File: src/rtl/i2s_word_packer_pkg.sv
// Shared constants, the sample record and a saturating-increment helper
// for the I2S receive word packer.
package i2s_pkg;

    localparam int SLOT_W     = 4;   // TDM slot index width
    localparam int MAX_BYTES  = 4;   // bytes in a full sample
    localparam int SAMPLE_W   = 32;  // sample width
    localparam int CNT_W      = 16;  // status counter width
    localparam int BCNT_W     = $clog2(MAX_BYTES);

    // One buffered sample: data, slot tag and frame-last flag
    typedef struct packed {
        logic [SAMPLE_W-1:0] data;
        logic [SLOT_W-1:0]   user;
        logic                last;
    } sample_t;

    localparam int SAMPLE_T_W = $bits(sample_t);

    // Increment that sticks at all-ones
    function automatic logic [CNT_W-1:0] sat_inc(input logic [CNT_W-1:0] v);
        return (v == '1) ? v : v + CNT_W'(1);
    endfunction

endpackage

File: src/rtl/i2s_word_packer_if.sv
// Byte-stream input and sample-stream output of the word packer.
// 'master' is the packer side, 'slave' is the PHY/consumer side.
interface i2s_word_packer_if;
    import i2s_pkg::*;

    logic                s_axis_tvalid;
    logic [7:0]          s_axis_tdata;
    logic                s_axis_tlast;

    logic                m_axis_tvalid;
    logic                m_axis_tready;
    logic [SAMPLE_W-1:0] m_axis_tdata;
    logic [SLOT_W-1:0]   m_axis_tuser;
    logic                m_axis_tlast;

    modport master (
        input  s_axis_tvalid, s_axis_tdata, s_axis_tlast, m_axis_tready,
        output m_axis_tvalid, m_axis_tdata, m_axis_tuser, m_axis_tlast
    );

    modport slave (
        output s_axis_tvalid, s_axis_tdata, s_axis_tlast, m_axis_tready,
        input  m_axis_tvalid, m_axis_tdata, m_axis_tuser, m_axis_tlast
    );

endinterface

File: src/rtl/i2s_word_packer_fifo.sv
// i2s_word_fifo: first-word-fall-through sample FIFO. The head entry lives
// in a registered output stage that counts toward DEPTH, so total capacity
// is exactly DEPTH words and a write into an empty FIFO shows up on the
// output one cycle after the write edge.
module i2s_word_fifo #(
    parameter int DEPTH = 8,
    parameter int W     = 37
) (
    input  logic         clk,
    input  logic         rst_n,
    input  logic         wr_en_i,
    input  logic [W-1:0] wr_data_i,
    output logic         full_o,
    input  logic         rd_ready_i,
    output logic         empty_o,
    output logic [W-1:0] rd_data_o
);
    localparam int AW = $clog2(DEPTH);
    localparam logic [AW:0] FULL_CNT = (AW+1)'(DEPTH);

    logic [W-1:0] mem [DEPTH];
    logic [AW:0]  wptr_q, rptr_q, mem_cnt;
    logic         out_vld_q;
    logic [W-1:0] out_q;
    logic         pop, load, wr;

    assign mem_cnt = wptr_q - rptr_q;
    assign full_o  = (mem_cnt + (AW+1)'(out_vld_q)) == FULL_CNT;
    assign empty_o = !out_vld_q;
    assign pop     = out_vld_q && rd_ready_i;
    // A full FIFO still takes a write when the head leaves the same cycle
    assign wr      = wr_en_i && (!full_o || pop);
    // Refill the output stage whenever it is free or being consumed
    assign load    = (mem_cnt != '0) && (!out_vld_q || pop);
    assign rd_data_o = out_q;

    // Storage array, no reset needed
    always_ff @(posedge clk) begin
        if (wr) mem[wptr_q[AW-1:0]] <= wr_data_i;
    end

    // Pointers and the registered head entry
    always_ff @(posedge clk or negedge rst_n) begin
        if (!rst_n) begin
            wptr_q    <= '0;
            rptr_q    <= '0;
            out_vld_q <= 1'b0;
            out_q     <= '0;
        end else begin
            if (wr) wptr_q <= wptr_q + (AW+1)'(1);
            if (load) begin
                rptr_q    <= rptr_q + (AW+1)'(1);
                out_q     <= mem[rptr_q[AW-1:0]];
                out_vld_q <= 1'b1;
            end else if (pop) begin
                out_vld_q <= 1'b0;
            end
        end
    end

endmodule

File: src/rtl/i2s_word_packer.sv
// i2s_word_packer: packs the PHY's MSB-first byte stream into 32-bit
// samples tagged with TDM slot and frame-last, buffered in a FIFO and
// presented as an AXI-Stream master.
// Build option: I2S_WORD_PACKER_SIGN_EXT_EN selects right-justified,
// sign-extended samples instead of MSB-justified zero-padded ones.
module i2s_word_packer
    import i2s_pkg::*;
#(
    parameter int FIFO_DEPTH = 8
) (
    input  logic              bclk,
    input  logic              rst_n,
    i2s_word_packer_if.master axis,
    input  logic [4:0]        i_tdm_num,
    input  logic [5:0]        i_valid_word_width,
    output logic [CNT_W-1:0]  o_overflow_count,
    output logic [CNT_W-1:0]  o_resync_count
);
    logic [1:0]          rst_sync_q;
    logic                rst_int_n;
    logic [2:0]          nbytes;
    logic [4:0]          tdm;
    logic [BCNT_W-1:0]   bc_cur, byte_cnt_q, byte_cnt_d;
    logic [SLOT_W-1:0]   sc_cur, slot_cnt_q, slot_cnt_d;
    logic [SAMPLE_W-1:0] acc_q, acc_d, word;
    sample_t             stg_q, stg_d, fifo_out;
    logic                stg_vld_q, stg_vld_d;
    logic [CNT_W-1:0]    ovf_q, ovf_d, rsy_q, rsy_d;
    logic                fifo_full, fifo_empty;

    // Async assert, bclk-synchronised release of the internal reset
    always_ff @(posedge bclk or negedge rst_n) begin
        if (!rst_n) rst_sync_q <= '0;
        else        rst_sync_q <= {rst_sync_q[0], 1'b1};
    end
    assign rst_int_n = rst_sync_q[1];

    // Config decode and range-clamping of the counters against live config
    always_comb begin
        nbytes = i_valid_word_width[5:3];
        if (nbytes == 3'd0)      nbytes = 3'd1;
        else if (nbytes > 3'd4)  nbytes = 3'd4;
        tdm = i_tdm_num;
        if (tdm == 5'd0)         tdm = 5'd1;
        else if (tdm > 5'd16)    tdm = 5'd16;
        bc_cur = ({1'b0, byte_cnt_q} >= nbytes) ? '0 : byte_cnt_q;
        sc_cur = ({1'b0, slot_cnt_q} >= tdm)    ? '0 : slot_cnt_q;
    end

    // Byte accumulation, sample completion and tlast resync
    always_comb begin
        acc_d      = acc_q;
        byte_cnt_d = bc_cur;
        slot_cnt_d = sc_cur;
        stg_d      = stg_q;
        stg_vld_d  = 1'b0;
        rsy_d      = rsy_q;
        // First byte of a sample starts from zero so unused low bytes stay 0
        word = (bc_cur == '0) ? '0 : acc_q;
        word = word | ({axis.s_axis_tdata, 24'h0} >> {bc_cur, 3'b000});
        if (axis.s_axis_tvalid) begin
            acc_d = word;
            if ({1'b0, bc_cur} == nbytes - 3'd1) begin
                stg_vld_d  = 1'b1;
`ifdef I2S_WORD_PACKER_SIGN_EXT_EN
                stg_d.data = $signed(word) >>> (6'd32 - {nbytes, 3'b000});
`else
                stg_d.data = word;
`endif
                stg_d.user = sc_cur;
                stg_d.last = ({1'b0, sc_cur} == tdm - 5'd1);
                byte_cnt_d = '0;
                slot_cnt_d = stg_d.last ? '0 : sc_cur + SLOT_W'(1);
            end else begin
                byte_cnt_d = bc_cur + BCNT_W'(1);
            end
        end
        // tlast acts after the same-cycle byte; a leftover partial is dropped
        if (axis.s_axis_tlast) begin
            if (byte_cnt_d != '0) rsy_d = sat_inc(rsy_q);
            byte_cnt_d = '0;
            slot_cnt_d = '0;
        end
    end

    // Staged words that find the FIFO full (and not draining) are counted
    always_comb begin
        ovf_d = ovf_q;
        if (stg_vld_q && fifo_full && !(axis.m_axis_tvalid && axis.m_axis_tready))
            ovf_d = sat_inc(ovf_q);
    end

    // Packer state, staging register and status counters
    always_ff @(posedge bclk or negedge rst_int_n) begin
        if (!rst_int_n) begin
            acc_q      <= '0;
            byte_cnt_q <= '0;
            slot_cnt_q <= '0;
            stg_q      <= '0;
            stg_vld_q  <= 1'b0;
            ovf_q      <= '0;
            rsy_q      <= '0;
        end else begin
            acc_q      <= acc_d;
            byte_cnt_q <= byte_cnt_d;
            slot_cnt_q <= slot_cnt_d;
            stg_q      <= stg_d;
            stg_vld_q  <= stg_vld_d;
            ovf_q      <= ovf_d;
            rsy_q      <= rsy_d;
        end
    end

    i2s_word_fifo #(
        .DEPTH (FIFO_DEPTH),
        .W     (SAMPLE_T_W)
    ) u_fifo (
        .clk        (bclk),
        .rst_n      (rst_int_n),
        .wr_en_i    (stg_vld_q),
        .wr_data_i  (stg_q),
        .full_o     (fifo_full),
        .rd_ready_i (axis.m_axis_tready),
        .empty_o    (fifo_empty),
        .rd_data_o  (fifo_out)
    );

    assign axis.m_axis_tvalid = !fifo_empty;
    assign axis.m_axis_tdata  = fifo_out.data;
    assign axis.m_axis_tuser  = fifo_out.user;
    assign axis.m_axis_tlast  = fifo_out.last;
    assign o_overflow_count   = ovf_q;
    assign o_resync_count     = rsy_q;

endmodule

File: src/flat_wrapper.sv
// flat-port wrapper written by rule: the top's interface ports become plain ports
module i2s_word_packer_flat import i2s_pkg::*;
#(
    parameter int FIFO_DEPTH = 8
)
  (bclk, rst_n, i_tdm_num, i_valid_word_width, o_overflow_count, o_resync_count, axis_s_axis_tvalid, axis_s_axis_tdata, axis_s_axis_tlast, axis_m_axis_tready, axis_m_axis_tvalid, axis_m_axis_tdata, axis_m_axis_tuser, axis_m_axis_tlast);
  i2s_word_packer_if axis_i ();
  input  logic bclk;
  input  logic rst_n;
  input  logic [4:0] i_tdm_num;
  input  logic [5:0] i_valid_word_width;
  output logic [CNT_W-1:0] o_overflow_count;
  output logic [CNT_W-1:0] o_resync_count;
  input wire logic [$bits(axis_i.s_axis_tvalid)-1:0] axis_s_axis_tvalid;
  input wire logic [$bits(axis_i.s_axis_tdata)-1:0] axis_s_axis_tdata;
  input wire logic [$bits(axis_i.s_axis_tlast)-1:0] axis_s_axis_tlast;
  input wire logic [$bits(axis_i.m_axis_tready)-1:0] axis_m_axis_tready;
  output wire logic [$bits(axis_i.m_axis_tvalid)-1:0] axis_m_axis_tvalid;
  output wire logic [$bits(axis_i.m_axis_tdata)-1:0] axis_m_axis_tdata;
  output wire logic [$bits(axis_i.m_axis_tuser)-1:0] axis_m_axis_tuser;
  output wire logic [$bits(axis_i.m_axis_tlast)-1:0] axis_m_axis_tlast;
  assign axis_i.s_axis_tvalid = axis_s_axis_tvalid;
  assign axis_i.s_axis_tdata = axis_s_axis_tdata;
  assign axis_i.s_axis_tlast = axis_s_axis_tlast;
  assign axis_i.m_axis_tready = axis_m_axis_tready;
  assign axis_m_axis_tvalid = axis_i.m_axis_tvalid;
  assign axis_m_axis_tdata = axis_i.m_axis_tdata;
  assign axis_m_axis_tuser = axis_i.m_axis_tuser;
  assign axis_m_axis_tlast = axis_i.m_axis_tlast;
  i2s_word_packer #(.FIFO_DEPTH(FIFO_DEPTH)) u_core (.bclk(bclk), .rst_n(rst_n), .axis(axis_i), .i_tdm_num(i_tdm_num), .i_valid_word_width(i_valid_word_width), .o_overflow_count(o_overflow_count), .o_resync_count(o_resync_count));
endmodule
File: config.mk
export PLATFORM = sky130hd
export DESIGN_NAME = i2s_word_packer_flat
export DESIGN_NICKNAME = d
export VERILOG_FILES = /design/src/rtl/i2s_word_packer_pkg.sv /design/src/rtl/i2s_word_packer_if.sv /design/src/rtl/i2s_word_packer_fifo.sv /design/src/rtl/i2s_word_packer.sv /design/src/flat_wrapper.sv
export SDC_FILE = /design/constraint.sdc
export NUM_CORES = 1
export LEC_CHECK = 0
export ABC_CLOCK_PERIOD_IN_PS = 7600
export CAP_MARGIN = 20
export CORE_AREA = 4 4 180 182
export DETAILED_ROUTE_END_ITERATION = 10
export DIE_AREA = 0 0 184 186
export PLACE_DENSITY_LB_ADDON = 0.1
export SYNTH_ARGS = -nofsm -noshare
export SYNTH_HDL_FRONTEND = slang
export SYNTH_SLANG_ARGS = --single-unit
export TNS_END_PERCENT = 10
File: constraint.sdc
create_clock -name bclk -period 7.6 [get_ports bclk]
set_clock_uncertainty 0.1 [all_clocks]
set_input_delay 1.52 -clock bclk [delete_from_list [all_inputs] [get_ports bclk]]
set_output_delay 1.52 -clock bclk [all_outputs]
set_load 0.01 [all_outputs]
==> reports/summary.txt <==
Startpoint types: input port
Placer congestion estimate: 0.782
Mapped Area: 0.0182 mm2
Post-synthesis sequential area ratio: 70.2%
DRC violations left: 0
Die ar.: 0.0342 mm2
Top cell type's share of synthesized area: 48.8%
Worst-path clk slew: 0.06 ns
# diodes: 0
Max Cap Viol: 0
WP data arrival: 5.22 ns
Num ports: 94
WL final: 36600 um
Top fanout value on the critical path: 81
Overall routing resource usage: 22.0%
Detailed-route via count: 10100
Worst R2R Path Depth: 11
Hold Path Depth: 0
Slew Viols, Final: 0
Largest net degree at the start of global routing: 82
Setup tns final: 0 ns
Critical R2R Launch: u_core.u_fifo.rptr_q[2]$_DFFE_PN0P_
Max VDD drop: 0.241 mV
Global-route wire length before repair: 58100 um
Number of global-route vias before repair: 10300
Unique masters post-synth: 59
First drt pass iteration count: 5
Non-Filler Instances: 1704
Yosys warnings: 0
CTS Hold Bufs: 0
Number of port buffers: 90
Outcome: finished clean
Fin crit period: 4.86 ns
Fmax: 0.206 GHz
R2R setup slack: 3.25 ns
Critical path data required time: 7.96 ns
Crit Reg-Reg Endpoint: u_core.u_fifo.mem[0][29]$_DFFE_PP_
Clk root buf: clkbuf_16
Total gr overflow: 0
Area contributors post-synth: edfxtp_1 (49%), dfrtp_1 (21%), mux4_2 (9.2%), nand2_1 (2.9%), a22o_1 (1.5%)
Fin nets: 1315
Slew @ Worst Pin: 1.03 ns
Skew-Pair Late Insertion Delay: 0.55 ns
Hold worst-path end: u_core.rst_sync_q[1]$_DFF_PN0_
Initial core utilization: 59.5%
Routed vias/inst: 5.94
Asr flop ratio synth: 34.5%
CTS tree: built
Count leader, synth: edfxtp_1
Top cells by count, synth: edfxtp_1 (296), dfrtp_1 (156), nand2_1 (142)
Slew HR: 31.0%
Top FF cell, synth: edfxtp_1
Initial DRC Count: 816
Final setup vio count: 0
Number of synthesized flops with an enable pin: 296
Endpoints failing hold: 0
Core Area: 0.0306 mm2
Die extent in x: 184 um
Endpoint class of the critical path: flop
Ratio of cells with drive above 1 in the final layout: 14.5%
Mapped Nets: 1226
Chip height: 186 um
Cell taking the most area after synthesis: edfxtp_1
Post-Syn Instances: 1182
Htree depth: 2
CTS buffer count: 46
Leakage power: 7.72 nW
Detailed placement HPWL: 20400 um
CTS sink cnt: 452
P&R area growth vs syn: 15.2%
RSZ-0062 raised after global routing: no
Longest Clk Path Bufs: 3
FF+latch count, synth: 452
Setup Crit Path Kind: input port to flop
Pwr/cell area: 334 mW/mm2
Number of antenna violations at the first check in global routing: 0
Fin crit share: 64.0%
DRT antenna net count: 0
Placed insts: 1619
CTS-repair resized insts: 0
Hold WC Path Type: flop to flop
Avg Cell Area, Syn: 15.4 um2
Detailed-route wire length per cell: 21.5 um
Hold path start: u_core.rst_sync_q[0]$_DFF_PN0_
Row count: 64
Post-CTS setup buffers: 0
logic make-up after synthesis:
| kind of cell | share of synthesized area, % |
|---|---|
| adder cells (fa/ha/maj) | 1.42 |
| flip-flops | 70.2 |
| AND/OR/NAND/NOR | 8.20 |
| AO/OA/AOI/OAI | 6.75 |
| other | 0.0206 |
| multiplexers | 9.34 |
| XOR/XNOR | 1.98 |
| buffers and inverters | 2.07 |
registers in the layout, summed over array words and instances, names as in the netlist:
register,count
u_core.rst_sync_q,2
u_core.o_overflow_count,16
u_core.slot_cnt_q,4
u_core.acc_q,32
u_core.u_fifo.mem,296
u_core.u_fifo.wptr_q,4
u_core.byte_cnt_q,2
u_core.u_fifo.rptr_q,4
u_core.u_fifo.out_vld_q,1
u_core.u_fifo.rd_data_o,37
u_core.o_resync_count,16
u_core.stg_q,37
u_core.stg_vld_q,1
how the worst max path moves through the flow:
stage                                         from                               endpoint  cells after the start
3_5_place_dp                 i_valid_word_width[5]  u_core.o_resync_count[13]$_DFFE_PN0P_                     10
6_report                     i_valid_word_width[5]  u_core.o_resync_count[13]$_DFFE_PN0P_                     10
3_3_place_gp                 i_valid_word_width[5]  u_core.o_resync_count[13]$_DFFE_PN0P_                     10
2_1_floorplan  u_core.u_fifo.rptr_q[1]$_DFFE_PN0P_      u_core.u_fifo.mem[1][0]$_DFFE_PP_                     11
4_1_cts                      i_valid_word_width[5]  u_core.o_resync_count[13]$_DFFE_PN0P_                     10
5_1_grt                      i_valid_word_width[5]  u_core.o_resync_count[13]$_DFFE_PN0P_                     10
final cells by class:
| class | instances | area (um2) |
|---|---|---|
| Timing Repair Buffer | 109 | 1040 |
| Sequential cell | 452 | 12800 |
| Tap cell | 396 | 495 |
| Inverter | 23 | 86.3 |
| Clock buffer | 62 | 1250 |
| Fill cell | 2085 | 9600 |
| Clock inverter | 23 | 216 |
| Multi-Input combinational cell | 639 | 5100 |
cell usage in the layout, fill, tap and decap left out, drive strengths merged, types with 3 or more instances in the layout:
master,synthesis,final
ha,19,19
clkbuf,39,62
a211oi,4,4
a21oi,42,42
or3,3,3
xor2,13,13
nand2b,7,7
nor2,58,58
a31oi,39,39
edfxtp,296,296
a22o,32,32
dfrtp,156,156
clkdlybuf4s50,0,90
inv,23,26
o211ai,4,4
o21ai,43,43
nand2,142,142
nor2b,35,35
nor4,11,11
and4,4,4
mux2,3,3
bufinv,0,3
and3,7,7
nand4,15,15
nand3,14,14
xnor2,26,26
mux4,74,74
buf,29,19
nor3,9,9
and2,5,5
o31ai,3,3
clkinv,0,15
through the flow:
| step | hold WS, ns | power (mW) | utilization [%] | instance area [um2] | worst slack (ns) |
|---|---|---|---|---|---|
| final | 0.254 | 7.01 | 68.6 | 21000 | 2.74 |
| after floorplan | 0.231 | 4.30 | - | 18200 | 1.12 |
| after CTS | 0.260 | 7.09 | 68.6 | 21000 | 2.71 |
| after global placement | 0.238 | 4.87 | 63.8 | 19500 | 2.21 |
| after detailed placement | 0.247 | 4.92 | 63.8 | 19500 | 2.13 |
| after global routing | 0.266 | 7.38 | 68.6 | 21000 | 2.38 |
critical path: stages:
cell and delay, ns:
clkdlybuf4s50_1 0.53, a21oi_2 0.34, ha_1 0.30, nand2b_1 0.19, a221o_1 0.46, xnor2_4 0.21, nand3_4 0.66, nand4_2 0.41
nor4_1 0.40, xor2_1 0.19
where the power goes:
group,internal [mW],switching (mW)
Clock,1.26,0.910
Combinational,0.812,0.811
Sequential,2.90,0.319
per-layer routing:
layer / GRT usage, % / share of wire [%] / vias up
met1: 31.9 / 43 / 5164
met5: 0 / 0 / -
met3: 3.15 / 5.1 / 50
met4: 4.91 / 1.8 / 0
li1: - / - / 4640
met2: 36.3 / 50 / 268
(Power assumes the default switching activity.)
